--- src/rtl/fetch_stage.sv ---
// Instruction fetch stage: pre-IF address generation, IF register, and a one-entry
// instruction buffer that holds SRAM read data while decode is stalled.
module fetch_stage #(
    parameter logic [31:0] RESET_PC = 32'h1c000000
) (
    input  logic        clk,
    input  logic        reset,
    input  logic        id_allowin,
    output logic        if_to_id_valid,
    output logic [63:0] if_reg,
    input  logic [32:0] branch_reg,
    output logic        inst_sram_en,
    output logic [3:0]  inst_sram_we,
    output logic [31:0] inst_sram_addr,
    output logic [31:0] inst_sram_wdata,
    input  logic [31:0] inst_sram_rdata
);

    logic        r_pre_valid;
    logic        r_if_valid;
    logic [31:0] r_if_pc;
    logic        r_buf_valid;
    logic [31:0] r_inst_buf;
    logic        r_br_done;

    logic        w_br_taken;
    logic [31:0] w_br_target;
    logic        w_br_fire;
    logic        w_if_allowin;
    logic        w_issue;
    logic [31:0] w_nextpc;
    logic        w_if_to_id_valid;

    assign w_br_taken  = branch_reg[32];
    assign w_br_target = branch_reg[31:0];

    // br_done masks a branch that decode keeps asserting while stalled, so it redirects once.
    assign w_br_fire        = w_br_taken & ~r_br_done;
    assign w_if_allowin     = ~r_if_valid | id_allowin | w_br_fire;
    assign w_issue          = r_pre_valid & w_if_allowin;
    assign w_nextpc         = w_br_fire ? w_br_target : r_if_pc + 32'd4;
    assign w_if_to_id_valid = r_if_valid & ~w_br_fire;

    always_ff @(posedge clk) begin
        if (reset) begin
            r_pre_valid <= 1'b0;
            r_if_valid  <= 1'b0;
            r_if_pc     <= RESET_PC - 32'd4;
            r_buf_valid <= 1'b0;
            r_inst_buf  <= 32'h0;
            r_br_done   <= 1'b0;
        end else begin
            r_pre_valid <= 1'b1;

            if (id_allowin)
                r_br_done <= 1'b0;
            else if (w_br_fire)
                r_br_done <= 1'b1;

            if (w_issue) begin
                r_if_pc    <= w_nextpc;
                r_if_valid <= 1'b1;
            end else if (w_br_fire) begin
                r_if_valid <= 1'b0;
            end else if (r_if_valid & id_allowin) begin
                r_if_valid <= 1'b0;
            end

            // SRAM data is only valid the cycle after the request; capture it if decode did not take it.
            if (w_issue | w_br_fire) begin
                r_buf_valid <= 1'b0;
            end else if (r_if_valid & ~r_buf_valid & ~(w_if_to_id_valid & id_allowin)) begin
                r_buf_valid <= 1'b1;
                r_inst_buf  <= inst_sram_rdata;
            end
        end
    end

    assign if_to_id_valid  = w_if_to_id_valid;
    assign if_reg          = {(r_buf_valid ? r_inst_buf : inst_sram_rdata), r_if_pc};
    assign inst_sram_en    = w_issue;
    assign inst_sram_we    = 4'b0000;
    assign inst_sram_addr  = w_nextpc;
    assign inst_sram_wdata = 32'h0;

endmodule

--- config.mk ---
export PLATFORM = sky130hd
export DESIGN_NAME = fetch_stage
export DESIGN_NICKNAME = d
export VERILOG_FILES = /design/src/rtl/fetch_stage.sv
export SDC_FILE = /design/constraint.sdc
export NUM_CORES = 1
export LEC_CHECK = 0
export BUFFER_PORTS_ARGS = -buffer_cell sky130_fd_sc_hd__buf_2
export CAP_MARGIN = 20
export CORE_MARGIN = 3
export CORE_UTILIZATION = 40
export CTS_BUF_LIST = sky130_fd_sc_hd__clkbuf_4 sky130_fd_sc_hd__clkbuf_8 sky130_fd_sc_hd__clkbuf_16
export CTS_CLUSTER_SIZE = 10
export DETAILED_ROUTE_END_ITERATION = 6
export PLACE_DENSITY = 0.7
export SETUP_SLACK_MARGIN = 0.02
export SYNTH_ARGS = -nofsm -noshare
export SYNTH_HDL_FRONTEND = slang
export SYNTH_SLANG_ARGS = --single-unit
--- constraint.sdc ---
create_clock -name clk -period 2.3 [get_ports clk]
set_input_delay 0.23 -clock clk [delete_from_list [all_inputs] [get_ports clk]]
set_output_delay 0.23 -clock clk [all_outputs]
set_load 0.005 [all_outputs]
* Yosys cells after proc, flatten, opt, wreduce, memory -nomap -nowiden *
Cells that the tools add are included.

storage, ports and cells
  register bits = 68
  input port bits = 68
  output and inout port bits = 134
  logic and storage cells = 33

cells by class
  $add $sub $neg = 1
  muxes and demuxes = 6
  bitwise logic cells = 16
  reduce and logical (&&, ||, !) cells = 4

operator list
  kind                                                              count
  32-bit 2-to-1 mux                                                 2
  32-bit by 3-bit adder with 32-bit output (second input constant)  1
  1-bit AND                                                         7
  1-bit inverter                                                    6
  1-bit 2-to-1 mux                                                  4
  2-bit OR reduction                                                2
  1-bit OR                                                          3
  3-bit nonzero test                                                1
  2-bit AND reduction                                               1

* Logic depth before layout (Yosys ltp) *
  word-level depth = 8
  gate-level depth with buffers = 8
  depth with buffers taken out = 6

* Worst setup path before layout *
No wires, ideal clock.

  kind = register -> output
  from = register r_if_pc[2]
  to = output port inst_sram_addr[18]
  arrival = 1.717 ns
  data required time = 2.070 ns
  slack = 0.353 ns
  cell stages (with the launch flop) = 7
  path buffers = 0
  cell sequence = dfxtp_1 ha_1 nand4_2 nor3_4 nand4_1 xor2_1 a21oi_1

on the way
  cells in the longest elaborated chain, start to end = 2

ends and longest elaborated chain
  item                                      RTL line  RTL
  start, declared                           21        logic [31:0] r_if_pc;
  start signal, assigned                    48        r_if_pc <= RESET_PC - 32'd4;
  start signal, assigned                    61        r_if_pc <= w_nextpc;
  32-bit by 3-bit adder with 32-bit output  41        assign w_nextpc = w_br_fire ? w_br_target : r_if_pc + 32'd4;
  32-bit 2-to-1 mux                         41
  end, declared                             14        output logic [31:0] inst_sram_addr,

No other way between the ends.

* Final worst setup path *
  from = register r_if_pc[9]
  to = output port inst_sram_addr[27]

The elaborated chain is that of the path after synthesis.

==> results.cfg <==
[status]
outcome = finished, final reports clean

[final_layout]
net_count_of_the_finished_layout = 823
antenna_cells = 0
n_fill_cell = 952
drive_above_1_share_pct = 42.0
postLayoutCellArea_um2 = 5890
most_frequent_standard_cell_in_the_layout_excluding_fill_and_tap_cells = sky130_fd_sc_hd__buf_2
synthToLayoutAreaGrowth_pct = 33.7
layout_common_cells = sky130_fd_sc_hd__buf_2 (165), sky130_fd_sc_hd__nand2_1 (113), sky130_fd_sc_hd__a21oi_1 (63)

[drt]
drtAntennaViolNets = 0
drt_first_pass_iters = 5
routed-via-count = 4704
detail_route.vias_per_cell = 5.26
drc_errors = 0
drtIter0Drc = 317
routed_wire_length_per_instance_um = 15.2
route.final.wire_length_um = 13600

[cts]
tritoncts = done
clk_pin_slew_worst_paths_ns = 0.09
cts_buffer_depth = 2
htreeDepth = 3
clkLatencyLatePin_ns = 0.35
tritoncts_num_sinks = 68
tritoncts.num_buffers = 9
root_buffer = sky130_fd_sc_hd__clkbuf_8

[placement]
pre_cts_slack_ns = 0.0209
place_area_um2 = 5220
finalWeightedCongestion = 0.840
hpwlAfterDp_um = 9410
buffer_ports.inserted = 165

[yosys]
main_synth_ff_type = sky130_fd_sc_hd__dfxtp_1
synth_compound_area_share_pct = 18.0
muxShareOfSynthArea_pct = 8.89
fraction_of_synthesized_cell_area_in_xor_and_xnor_cells_pct = 4.57
average_footprint_of_a_synthesized_cell_um2 = 7.72
dominant_combinational_cell_family_by_area_after_synthesis = simple AND/OR/NAND/NOR gates
post_synth_fa_ha_maj_area_fraction_pct = 0.284
synth-async-reset-ratio_pct = 0
synthDistinctLibCells = 62
yosysWarningCount = 0
synth_enable_flop_cells = 0
synthesis.instances = 571
simple_gate_share_of_the_synthesized_area_pct = 25.8
post_synthesis_register_bit_count = 68
synth_area_um2 = 4410
portion_of_the_post_synthesis_area_used_by_sequential_elements_pct = 30.9

[setup_path]
cp.buffers_inverters = 2
worst_path_dominant_cell_family = simple AND/OR/NAND/NOR gates
crit_path_max_incr_delay_ns = 0.39
timing.critical_path.arrival_ns = 2.05
worst_path_maximum_fanout = 6
ff2ff_setup_slack_ns = 0.24
crit_type = flip-flop to output pin
critPathSlowestCell = sky130_fd_sc_hd__dfxtp_4
crit_required_ns = 2.07
crit_path_cell_trace = nand4_4, nor4_4, buf_6, nand4_1, xor2_1, a21oi_1, buf_2
setup.worst_path.end_class = output pin
worstSetupStartpointType = flip-flop

[sta]
finClkSkew_ns = 0.0180
timing.slew.headroom_pct = 53.8
final.period_utilization_pct = 99.1
finalSetupViolCount = 0
tightestPinTransition_ns = 0.693
fin_hold_ws_ns = 0.120
grt_setup_unrepaired = true
report.final.hold_viol_count = 0
max_freq_mhz = 439
worst_slack_ns = 0.0215
minimum_period_implied_by_the_final_worst_setup_slack_ns = 2.28
slew_viol_final = 0

[global_route]
grt_max_degree = 63
grt_first_pass_wirelength_um = 21100
grt-ovfl-total = 0
grt_pass1_vias = 4339
globalRouteTotalUtil_pct = 20.2
grt_antenna_before_repair = 0

[die]
ioPinCount = 202
initial_utilization_pct = 41.9
fp.dieH_um = 111
dieArea_um2 = 12300
fp.dieW_um = 111
core-area_um2 = 10500
num_rows = 37

[power_and_ir_drop]
max-vdd-ir-drop_mv = 0.345
leakagePower_nw = 2.53
p_per_area_nw_per_um2 = 572

[flow_run]
cap_viol_max_count = 0

[worst_hold_path]
min-delay-path-class = input pin to flip-flop
==> worst paths after layout <==
path	start	endpoint	cells after the start
max	r_if_pc[9]	inst_sram_addr[27]	7
min	id_allowin	r_br_done	2
max reg2reg	r_if_pc[9]	r_if_pc[29]	7
min reg2reg	r_inst_buf[15]	r_inst_buf[15]	2
==> worst register-to-register path: stages (launching register included) <==
cell                      delay, ns
sky130_fd_sc_hd__dfxtp_4       0.39
sky130_fd_sc_hd__nand4_4       0.14
sky130_fd_sc_hd__nor4_4        0.38
sky130_fd_sc_hd__buf_6         0.19
sky130_fd_sc_hd__nand4_1       0.15
sky130_fd_sc_hd__buf_4         0.18
sky130_fd_sc_hd__or4_1         0.39
sky130_fd_sc_hd__a31oi_1       0.17
==> registers in the layout, summed over array words and instances (netlist names) <==
signal       cells
r_if_valid       1
r_pre_valid      1
r_if_pc         32
r_inst_buf      32
r_buf_valid      1
r_br_done        1
==> synthesized netlist by cell type, types with 6 or more instances <==
| library cell | instances | area share [%] |
|---|---|---|
| sky130_fd_sc_hd__buf_4 | 38 | 6.5 |
| sky130_fd_sc_hd__nand4_1 | 9 | 1.3 |
| sky130_fd_sc_hd__nand3_1 | 18 | 2.0 |
| sky130_fd_sc_hd__clkbuf_1 | 25 | 2.1 |
| sky130_fd_sc_hd__o21ai_0 | 19 | 2.2 |
| sky130_fd_sc_hd__and3_1 | 6 | 0.85 |
| sky130_fd_sc_hd__inv_1 | 7 | 0.60 |
| sky130_fd_sc_hd__dfxtp_1 | 68 | 31 |
| sky130_fd_sc_hd__buf_1 | 6 | 0.51 |
| sky130_fd_sc_hd__o32a_1 | 6 | 1.4 |
| sky130_fd_sc_hd__nor3_1 | 10 | 1.1 |
| sky130_fd_sc_hd__nand2_1 | 116 | 9.9 |
| sky130_fd_sc_hd__a21o_1 | 6 | 1.0 |
| sky130_fd_sc_hd__a31oi_1 | 11 | 1.6 |
| sky130_fd_sc_hd__mux2_2 | 33 | 8.4 |
| sky130_fd_sc_hd__nor2_1 | 36 | 3.1 |
| sky130_fd_sc_hd__xor2_1 | 16 | 3.2 |
| sky130_fd_sc_hd__xnor2_1 | 7 | 1.4 |
| sky130_fd_sc_hd__a21oi_1 | 63 | 7.2 |
==> cell type report <==
class                   instances  area, um2  area share (%)
clock inverters                 6       65.1            1.10
repair buffers                212       1240            21.0
inverters                       9       33.8           0.573
clock buffers                  10        131            2.23
well taps                     136        170            2.89
flip-flops and latches         68       1410            24.0
multi-input cells             454       2840            48.2
==> where the power goes <==
part           switching (mW)  leakage [nW]  total (mW)  internal, mW
sequential             0.0789         0.554        1.32          1.24
combinational           0.572          1.88        1.06         0.484
clock                   0.486        0.0996       0.999         0.513
==> cell families after synthesis <==
family | count (synthesis)
adder cells (fa/ha/maj) | 1
flip-flops | 68
AND/OR/NAND/NOR | 229
other | 1
XOR/XNOR | 23
buffers and inverters | 84
multiplexers | 35
AO/OA/AOI/OAI | 130
==> what timing repair did <==
action / in CTS / in global routing
pin swaps: 3 / 22
gates cloned: 0 / 1
hold buffers: 0 / 0
buffers inserted: 5 / 21
endpoints found under the setup margin: 22 / 19
hold endpoints to repair: 0 / 0
resized for setup: 32 / 36
==> layer usage <==
layer | wire, um | vias to the layer above | track usage [%]
li1 | - | 2289 | -
met4 | 134 | 0 | 4.35
met2 | 6840 | 202 | 35.1
met1 | 5540 | 2200 | 25.1
met3 | 1060 | 13 | 5.46
met5 | 0 | - | 0
==> metrics by stage <==
stage	TNS, ns	cells	util (%)	total power, mW
detailed placement	0	851	49.7	2.23
global route	-0.612	895	56.1	3.55
floorplan	0	606	-	1.91
global placement	0	851	49.7	2.20
CTS	-0.00252	872	53.1	3.30
finish	0	895	56.1	3.37
(Power assumes the default switching activity.)
